## config.mk

```make
export PLATFORM = sky130hd
export DESIGN_NAME = clk_div_gen
export DESIGN_NICKNAME = d
export VERILOG_FILES = /design/src/rtl/clk_div_gen.sv
export SDC_FILE = /design/constraint.sdc
export NUM_CORES = 1
export LEC_CHECK = 0
export CAP_MARGIN = 20
export CORE_MARGIN = 8
export CORE_UTILIZATION = 35
export DETAILED_ROUTE_END_ITERATION = 7
export GPL_TIMING_DRIVEN = 0
export PLACE_DENSITY = 0.61
export SYNTH_ARGS = -nofsm -noshare
export SYNTH_HDL_FRONTEND = slang
export SYNTH_SLANG_ARGS = --single-unit
```

## constraint.sdc

```tcl
create_clock -name i_ref_clk -period 3 [get_ports i_ref_clk]
set_input_delay 0.6 -clock i_ref_clk [delete_from_list [all_inputs] [get_ports i_ref_clk]]
set_output_delay 0.6 -clock i_ref_clk [all_outputs]
set_load 0.02 [all_outputs]
```

## src/rtl/clk_div_gen.sv

```systemverilog
// Programmable clock divider: integer ratio N with an even/odd phase split, glitch-free
// ratio changes at period boundaries, graceful stop, and a combinational N=1 bypass.
module clk_div_gen #(
    parameter int DIV_W         = 8,
    parameter bit ODD_HIGH_LONG = 1'b0
) (
    input  logic             i_ref_clk,
    input  logic             i_rst,
    input  logic             i_clk_en,
    input  logic [DIV_W-1:0] i_div_ratio,
    output logic             o_div_clk,
    output logic             o_tick,
    output logic             o_busy,
    output logic [DIV_W-1:0] o_active_ratio
);

    typedef enum logic [1:0] {IDLE, HIGH, LOW, BYPASS} state_t;

    localparam logic [DIV_W-1:0] ONE = {{(DIV_W-1){1'b0}}, 1'b1};

    state_t           state;
    logic [DIV_W-1:0] cnt;
    logic [DIV_W-1:0] half;
    logic [DIV_W-1:0] h_last;
    logic [DIV_W-1:0] l_last;
    logic             div_q;
    logic             tick_q;
    logic             start_ok;
    logic             byp_ok;
    logic             boundary;

    // Terminal counts are H-1 and L-1; both fit in DIV_W bits for any N >= 2.
    always_comb begin
        half   = o_active_ratio >> 1;
        h_last = half - ONE;
        l_last = half - ONE;
        if (o_active_ratio[0]) begin
            if (ODD_HIGH_LONG) h_last = half;
            else               l_last = half;
        end
    end

    assign start_ok = i_clk_en && (i_div_ratio > ONE);
    assign byp_ok   = i_clk_en && (i_div_ratio == ONE);
    assign boundary = (state == IDLE) || ((state == LOW) && (cnt == l_last));

    always_ff @(posedge i_ref_clk) begin
        if (i_rst) begin
            state          <= IDLE;
            cnt            <= '0;
            div_q          <= 1'b0;
            tick_q         <= 1'b0;
            o_active_ratio <= '0;
        end else begin
            tick_q <= 1'b0;
            // The only place a new ratio or enable is acted upon.
            if (boundary) begin
                cnt <= '0;
                if (start_ok) begin
                    state          <= HIGH;
                    div_q          <= 1'b1;
                    tick_q         <= 1'b1;
                    o_active_ratio <= i_div_ratio;
                end else if (byp_ok) begin
                    state          <= BYPASS;
                    div_q          <= 1'b0;
                    o_active_ratio <= ONE;
                end else begin
                    state <= IDLE;
                    div_q <= 1'b0;
                end
            end else begin
                case (state)
                    HIGH: begin
                        if (cnt == h_last) begin
                            state <= LOW;
                            cnt   <= '0;
                            div_q <= 1'b0;
                        end else begin
                            cnt <= cnt + ONE;
                        end
                    end
                    LOW:     cnt <= cnt + ONE;
                    BYPASS:  if (!byp_ok) state <= IDLE;
                    default: state <= IDLE;
                endcase
            end
        end
    end

    assign o_div_clk = (state == BYPASS) ? (i_ref_clk & ~i_rst) : div_q;
    assign o_tick    = tick_q;
    assign o_busy    = (state != IDLE);

endmodule

```

== After elaboration in Yosys (flattened, before gate mapping) ==
Index checks and enable logic that the tools add are counted.

* Eq/ne operators: 9
* Order comparisons: 1
* Mux-type cells: 16
* Bitwise logic cells: 3
* $add $sub $neg: 2
* Reduce and logical (&&, ||, !) cells: 15

{| class="wikitable"
|+ Operator list
! cell !! count
|-
| two-way mux 8 bit || 4
|-
| == test 8 bit || 2
|-
| one-hot mux 8 bit (2 select lines) || 1
|-
| two-way mux 2 bit || 5
|-
| nonzero test 2 bit || 5
|-
| adder 8 x 1 -> 8 bit, second input constant || 1
|-
| == test 8 x 1 -> 1 bit, second input constant || 1
|-
| greater-than comparator 8 x 1 -> 1 bit, second input constant || 1
|-
| subtractor 7 x 1 -> 8 bit, second input constant || 1
|-
| inequality test 3 bit, second input constant || 2
|-
| one-hot mux 2 bit (3 select lines) || 1
|-
| two-way mux 1 bit || 5
|-
| == test 2 bit, second input constant || 2
|-
| AND reduction 2 bit || 2
|-
| OR reduction 2 bit || 2
|-
| logical AND 1 bit || 3
|-
| AND reduction 3 bit || 1
|-
| == test 2 x 1 -> 1 bit, second input constant || 1
|-
| zero test 2 bit || 1
|-
| inequality test 2 bit, second input constant || 1
|-
| NOT 1 bit || 2
|-
| bitwise AND 1 bit || 1
|-
| logical OR 1 bit || 1
|}

* Flip-flop bits (word level): 20
* Word-level logic and storage cells: 51
* Input port bits: 11

== Longest topological paths before layout ==
Gate-level depths: netlist (run 1).

* Depth after elaboration: 7
* Mapped depth: 8
* Gate-level depth less buffers: 8

==> metrics, run 1 <==
Worst setup SP type clock port; Critical Path Fanout Max 2; I/O Buffers 21; Remaining DRCs 0; Vias roughly 1.2k; Top-Level Pins 22; max-slew violations 0; Mapped Nets between 150 and 200; CTS tree built; Worst slew margin 0.5529; drt pass-1 iters 4; routability cong. 0.8501; Iteration-0 DRC Markers 65; Die H 77.30 µm; critical path arrival roughly 2300 ps; status finished clean; Final nets 193; top cells by area, synth dfxtp_1 (30%), xnor2_1 (7.3%), ha_1 (5.7%); ANT cells 0; final WL 3.359 mm; Place WS approximately 160 ps; Seq cells post-synth 20; Post-synth top flop dfxtp_1; met1 Use GR 0.1215; Unique masters post-synth 52; final design utilization 0.4669; worst path bufs/invs 3; Final Hold Fails 0; HP Class reg2reg; vias in the first global route approximately 1.3k; M2 GR Usage 0.1938; met3 Track Usage GR 0.04545; Core ar. 3633 µm²; largest area contributor in the netlist dfxtp_1; worst vdd ir 278.8 µV; worst-margin pin slew 667.5 ps; most frequent CP cell clkbuf_8; Total Power between 0.0009 and 0.001 W; critical-path cell list clkbuf_8 -> clkbuf_8 -> a31o_2 -> dlygate4sd2_1; Final Skew roughly 4.7 ps; Crit Path Category clk2out; max-cap viol count 0; Area growth syn-to-layout 29.02%; slowest cell on the critical path dlygate4sd2_1; setup TNS 0 ps; Avg Cell Area, Syn 8.946 µm²; Clock Pin Slew Worst Setup and Hold Paths ~80 ps; Yosys warnings 0; fraction of layout cells with a size suffix above 1 0.09714; Die W 77.30 µm; Setup crit end kind output port; Largest delay share family, worst path buffers and inverters; most used routing layer met2; Routed WL per cell approximately 15 µm; Mapped Cells 147; Seq/Total Area, Yosys 0.3045; DP HPWL approximately 2.6 mm; initial antenna violation count 0; Skew-Pair Late Insertion Delay ~370 ps; hold_buf cts 0; Worst path max stage delay between 300 and 400 ps; largest net degree at the start of global routing 13; Post-synth EDFFs 0; Pleak 0.6045 nW; grt ovf 0; Initial Utilization 0.3619; Die Area 5975 µm²; vias per inst 5.538; first-pass GRT wire length 5.637 mm; top-area cell type share of the netlist area 0.3045; Post-Syn Area roughly 1300 µm²; gr usage total 0.1133; Final ANT Viol Nets 0; Fillers 367; row cnt 22; Worst Path Required 2400 ps; Setup Viol. Count Final 0; RSZ-0062 raised after global routing no; Pwr per Cell Area 576.8 nW/µm²; Synth async-reset ratio 0; Setup WS post-layout between 100 and 150 ps
-- logic make-up (layout without fill, tap and decap cells) --
family / count (synthesis) / in the layout / share of synthesized area
AO/OA/AOI/OAI: 38 / 38 / 0.2369
XOR/XNOR: 15 / 15 / 0.09990
adder cells (fa/ha/maj): 6 / 6 / 0.05709
buffers and inverters: 10 / 38 / 0.02950
flip-flops: 20 / 20 / 0.3045
multiplexers: 2 / 2 / 0.01522
AND/OR/NAND/NOR: 56 / 56 / 0.2569
-- timing repair --
| item | CTS | global route |
|---|---|---|
| buffers inserted | 0 | 0 |
| endpoints found under the setup margin | 1 | 0 |
| resized for setup | 1 | 0 |
-- where the power goes --
part	switching [W]	total, W	leakage, nW	internal, W
Combinational	0.000155	0.000282	0.374	0.000128
Clock	0.000120	0.000386	0.0678	0.000266
Sequential	0.0000270	0.000310	0.163	0.000283
Total	0.000301	0.000979	0.604	0.000678
-- worst min-delay path, delay by kind of cell, from the launching register on --
family,cells,cell delay [ps]
AOI/OAI and AO/OA,2,120
DFF,1,310
-- through the flow --
stage	area, µm²	hold WS, ps	std cells
after floorplan	1315	448.7	147
after global placement	1585	471.0	216
after detailed placement	1585	478.6	216
after CTS	1697	485.1	223
after global routing	1697	501.2	223
final	1697	485.8	223
-- layer usage --
| metal | vias up | part of all wire |
|---|---|---|
| met1 | 592 | 0.45 |
| met2 | 31 | 0.49 |
| li1 | 608 | - |
| met5 | - | 0 |
| met3 | 4 | 0.061 |
| met4 | 0 | 0.0057 |
-- path summary, 6_finish.rpt --
path	start	end	slack, ps	cells past startpoint
max	i_ref_clk	o_div_clk	130	4
min	div_q	div_q	490	2
max reg2reg	o_active_ratio[1]	cnt[2]	280	8
min reg2reg	div_q	div_q	490	2
-- cell type report --
type                            instances  area, µm²  area share
Multi-Input combinational cell        117      875.8      0.5162
Timing Repair Buffer                   20      200.2      0.1180
Tap cell                               48      60.06     0.03540
Sequential cell                        20      400.4      0.2360
Inverter                                7      26.28     0.01549
Buffer                                  3      12.51    0.007375
Clock inverter                          1      30.03     0.01770
Clock buffer                            7      91.34     0.05383
-- sequential cells by signal (all words and copies together) (netlist names) --
register,count
o_tick,1
o_active_ratio,8
div_q,1
cnt,8
state,2
-- layout by cell type (no fill, tap or decap), drive strengths merged, types with 3 or more instances in the layout --
| cell | netlist | layout |
|---|---|---|
| dfxtp | 20 | 20 |
| clkdlybuf4s50 | 0 | 20 |
| nor2 | 14 | 14 |
| xnor2 | 11 | 11 |
| nand2 | 8 | 8 |
| clkbuf | 2 | 8 |
| inv | 7 | 7 |
| a22o | 7 | 7 |
| ha | 6 | 6 |
| nand3 | 4 | 4 |
| o211ai | 4 | 4 |
| a31oi | 4 | 4 |
| nand4 | 4 | 4 |
| xor2 | 4 | 4 |
| o21ai | 4 | 4 |
| and2 | 3 | 3 |
| and3 | 3 | 3 |
| nand2b | 3 | 3 |
| nor3 | 3 | 3 |
| a21oi | 3 | 3 |
-- cell usage after synthesis (all sizes together) (2+ instances only) --
cell type   n
a21oi       3
a221o       2
a22o        7
a31oi       4
a41oi       2
and2        3
and3        3
clkbuf      2
dfxtp      20
ha          6
inv         7
mux2i       2
nand2       8
nand2b      3
nand3       4
nand4       4
nor2       14
nor2b       2
nor3        3
nor3b       2
nor4        2
nor4bb      2
o211ai      4
o21ai       4
xnor2      11
xor2        4
(Power assumes the default switching activity.)
==> inputs of run 2 (changes only) <==
--- a/config.mk
+++ b/config.mk
@@ -8,6 +8,7 @@
 export CAP_MARGIN = 20
 export CORE_MARGIN = 8
 export CORE_UTILIZATION = 35
+export CTS_BUF_LIST = sky130_fd_sc_hd__clkbuf_16
 export DETAILED_ROUTE_END_ITERATION = 7
 export GPL_TIMING_DRIVEN = 0
 export PLACE_DENSITY = 0.61
==> metrics, run 2 (synthesis results as in run 1) <==
Core ar. 3633 µm² (unchanged); Final ANT Viol Nets 0 (unchanged); sw power 0.0003189 W (+5.9%); Die H 77.30 µm (unchanged); Worst slew margin 0.5620 (+0.009122); R2R cell count 8 (unchanged); Setup Viol. Count Final 0 (unchanged); max-slew violations 0 (unchanged); clock power share 0.492 (+0.098); origin of the critical flop-to-flop path o_active_ratio[1]; Skew-Pair Late Insertion Delay 370 ps (about the same); Final Hold Fails 0 (unchanged); Regs by FF count cnt: 8 flops, o_active_ratio: 8 flops, state: 2 flops; FF/Latch Area 400.4 µm² (unchanged); Worst setup SP type clock port; max-cap viol count 0 (unchanged); switch share 0.2730 (-0.03470); Reg-to-Reg End cnt[2]; Final nets 193 (unchanged); R2R setup slack 330 ps (+50 ps); multi-input logic area 875.8 µm² (unchanged); most frequent cells in the layout dfxtp_1 (20), clkdlybuf4s50_1 (20), nor2_1 (14); Pwr per Cell Area 662.2 nW/µm² (+15%); Fillers 351 (-4.4%); Remaining DRCs 0 (unchanged); row cnt 22 (unchanged); first-pass GRT wire length 5.692 mm (+0.98%); final design utilization 0.4855 (+0.01859); vias per inst 5.435 (-1.9%); sequential share of power 0.266 (-0.051); gr usage total 0.1171 (+0.003868); hold endpoint div_q; Total Power 0.001168 W (+19%); final instance area 1764 µm² (+4.0%); Die Area 5975 µm² (unchanged); worst vdd ir 374.5 µV (+34%); setup TNS 0 ps (unchanged); routability cong. 0.8501 (unchanged); worst-margin pin slew 653.9 ps (-13.62 ps); Crit Path Category clk2out; Clock Pin Slew Worst Setup and Hold Paths 60 ps (-20 ps); cell-internal power 0.0008493 W (+25%); Die W 77.30 µm (unchanged); Worst Path Required 2400 ps (about the same); Final Skew 3.928 ps (-0.7945 ps); vias in the first global route 1294 (+1.1%); final WL 3.390 mm (+0.92%); drt pass-1 iters 4 (unchanged); Area growth syn-to-layout 34.16%; grt ovf 0 (unchanged); Vias 1212 (-1.9%); CTS tree built; Routed WL per cell 15.20 µm (+0.92%); HP Class reg2reg; Top-Level Pins 22 (unchanged); Setup crit end kind output port; ANT cells 0 (unchanged); DP HPWL 2.553 mm (unchanged); Post-CTS Setup Bufs 0 (unchanged); status finished clean; largest net degree at the start of global routing 13 (unchanged); hold depth 2 (unchanged); Initial Utilization 0.3619 (unchanged); RSZ-0062 raised after global routing no; Comb power frac 0.241 (-0.047); I/O Buffers 21 (unchanged); Critical Path Fanout Max 2 (unchanged); Iteration-0 DRC Markers 74 (+14%); worst hold start div_q; fraction of layout cells with a size suffix above 1 0.09714 (unchanged); initial antenna violation count 0 (unchanged); Pleak 0.6353 nW (+5.1%); critical path arrival 2290 ps (+20 ps); placed inst area 1585 µm² (unchanged)
## run 2: cell counts in the layout (fill, tap and decap cells not counted)
No cell type changed its count.
## run 2: worst max-delay path, cell delays in order
cell and delay [ps]:
clkbuf_16 120, clkbuf_16 130, a31o_2 220, dlygate4sd2_1 320
## run 2: worst max-delay path by stage
stage | to | start | cells after the start
floorplan | o_active_ratio[0] | o_active_ratio[1] | 8
global placement | o_div_clk | i_ref_clk | 2
detailed placement | o_div_clk | i_ref_clk | 2
CTS | o_div_clk | i_ref_clk | 4
global route | o_div_clk | i_ref_clk | 4
finish | o_div_clk | i_ref_clk | 4
## run 2: power by group through the flow
stage | Combinational, W | Clock [W] | Sequential (W)
2_1_floorplan | 0.000181 | 0.00000501 | 0.000326
3_3_place_gp | 0.000272 | 0.00000861 | 0.000315
3_5_place_dp | 0.000278 | 0.00000861 | 0.000316
4_1_cts | 0.000282 | 0.000585 | 0.000311
5_1_grt | 0.000307 | 0.000602 | 0.000313
6_report | 0.000282 | 0.000575 | 0.000311
## run 2: layout make-up
type                       count  share of cell area
buffer                         3            0.007092
clock buffer                   7             0.09007
clock inverter                 1             0.01702
inverter                       7             0.01489
multi-input combinational    117              0.4965
sequential                    20              0.2270
tap                           48             0.03404
timing repair buffer          20              0.1135
## run 2: through the flow
| stage | cells | hold slack, ps | worst slack, ps |
|---|---|---|---|
| finish | 223 | 485.5 | 109.0 |
| global placement | 216 | 471.0 | 163.8 |
| floorplan | 147 | 448.7 | 623.8 |
| global route | 223 | 498.1 | 76.17 |
| detailed placement | 216 | 478.6 | 163.8 |
| CTS | 223 | 482.2 | 95.96 |
## run 2: repair_timing
item / CTS / global route
endpoints found under the setup margin: 1 / 0
gates resized for setup: 1 / 0
hold buffers: 0 / 0
## run 2: per-layer routing
metal	up-vias	track usage	wire length, µm
met2	30	0.1921	1631
li1	604	-	-
met3	4	0.04895	201
met4	0	0.06792	34
met1	574	0.1229	1523
met5	-	0	0
==> inputs of run 3 (changes only) <==
--- a/config.mk
+++ b/config.mk
@@ -12,6 +12,7 @@
 export DETAILED_ROUTE_END_ITERATION = 7
 export GPL_TIMING_DRIVEN = 0
 export PLACE_DENSITY = 0.61
+export REMOVE_ABC_BUFFERS = 1
 export SYNTH_ARGS = -nofsm -noshare
 export SYNTH_HDL_FRONTEND = slang
 export SYNTH_SLANG_ARGS = --single-unit
==> metrics, run 3 (synthesis results as in run 1) <==
Setup WS post-layout 109.5 ps (+0.5450 ps); Final Skew 2.546 ps (-1.382 ps); Final nets 190 (-1.6%); ANT cells 0 (unchanged); Setup Viol. Count Final 0 (unchanged); grt ovf 0 (unchanged); worst-margin pin slew 596.5 ps (-57.40 ps); Post-CTS Setup Bufs 0 (unchanged); Clock Pin Slew Worst Setup and Hold Paths 60 ps (about the same); Pleak 0.6273 nW (-1.3%); routability cong. 0.8388 (-1.3%); fraction of layout cells with a size suffix above 1 0.09302 (-0.004120); Worst setup SP type clock port; Worst Path Required 2400 ps (about the same); Final Hold Fails 0 (unchanged); RSZ-0062 raised after global routing no; Top-Level Pins 22 (unchanged); Area growth syn-to-layout 33.21%; Die Area 5975 µm² (unchanged); critical path launch point i_ref_clk; status finished clean; Setup crit end kind output port; vias in the first global route 1334 (+3.1%); Pwr per Cell Area 661.7 nW/µm² (about the same); multi-input logic area 875.8 µm² (unchanged); vias per inst 5.564 (+2.4%); I/O Buffers 21 (unchanged); max-slew violations 0 (unchanged); CTS tree built; worst vdd ir 459.7 µV (+23%); critical path arrival 2290 ps (about the same); Remaining DRCs 0 (unchanged); Total Power 0.001159 W (-0.78%); HP Class reg2reg; Skew-Pair Late Insertion Delay 360 ps (about the same); first-pass GRT wire length 5.782 mm (+1.6%); Initial Utilization 0.3619 (unchanged); largest net degree at the start of global routing 13 (unchanged); initial antenna violation count 0 (unchanged); Vias 1224 (+0.99%); final WL 3.336 mm (-1.6%); drt pass-1 iters 4 (unchanged); FF/Latch Area 400.4 µm² (unchanged); hold_buf cts 0 (unchanged); Iteration-0 DRC Markers 61 (-18%); Critical Path Fanout Max 2 (unchanged); setup TNS 0 ps (unchanged); Die W 77.30 µm (unchanged); cts repair resizes 1 (unchanged); Routed WL per cell 15.16 µm (-0.25%); max-cap viol count 0 (unchanged); Worst slew margin 0.6005 (+0.03844); Core ar. 3633 µm² (unchanged); DP HPWL 2.538 mm (-0.56%); origin of the critical flop-to-flop path o_active_ratio[1]; Crit Path Category clk2out; Die H 77.30 µm (unchanged); Place WS 163.8 ps (-0.006000 ps); Regs by FF count cnt: 8 flops, o_active_ratio: 8 flops, state: 2 flops; gr usage total 0.1157 (-0.001468); most frequent cells in the layout dfxtp_1 (20), clkdlybuf4s50_1 (20), nor2_1 (14); Fillers 372 (+6.0%); row cnt 22 (unchanged); worst hold start div_q; Final ANT Viol Nets 0 (unchanged)
## run 3: cell count changes in the layout (fill, tap and decap cells not counted), sizes merged
cell | previous run | this run
clkbuf | 8 | 6
buf | 1 | 0
## run 3: final timing paths
check	slack [ps]	endpoint	cells after the start
setup / recovery	110	o_div_clk	4
hold / removal	480	div_q	2
setup reg to reg	380	cnt[2]	8
hold reg to reg	480	div_q	2
## run 3: area by class of cell
| class | instances | area share |
|---|---|---|
| multi-input cells | 117 | 0.5000 |
| well taps | 48 | 0.03429 |
| repair buffers | 20 | 0.1143 |
| clock inverters | 1 | 0.01714 |
| clock buffers | 7 | 0.09071 |
| flip-flops and latches | 20 | 0.2286 |
| inverters | 7 | 0.01500 |
## run 3: stage by stage
| step | std cells | util | cell area [µm²] | hold WS (ps) |
|---|---|---|---|---|
| 2_1_floorplan | 144 | - | 1303 | 448.7 |
| 3_3_place_gp | 213 | 0.4329 | 1573 | 473.2 |
| 3_5_place_dp | 213 | 0.4329 | 1573 | 472.7 |
| 4_1_cts | 220 | 0.4821 | 1752 | 480.9 |
| 5_1_grt | 220 | 0.4821 | 1752 | 521.7 |
| 6_report | 220 | 0.4821 | 1752 | 480.0 |
## run 3: worst max-delay path, stage by stage
cell,delay (ps)
clkbuf_16,120
clkbuf_16,120
a31o_2,230
dlygate4sd2_1,320
## run 3: report_power, final
part	leakage (nW)	internal [W]	total (W)	switching, W
registers	0.163	0.000284	0.000314	0.0000305
clock network	0.0986	0.000438	0.000569	0.000131
logic	0.366	0.000127	0.000276	0.000149
total	0.627	0.000848	0.00116	0.000311
## run 3: layer usage
metal	track usage	vias up	share of wire
met3	0.05361	8	0.067
met4	0.04340	0	0.015
li1	-	600	-
met5	0	-	0
met2	0.1980	39	0.48
met1	0.1201	577	0.44
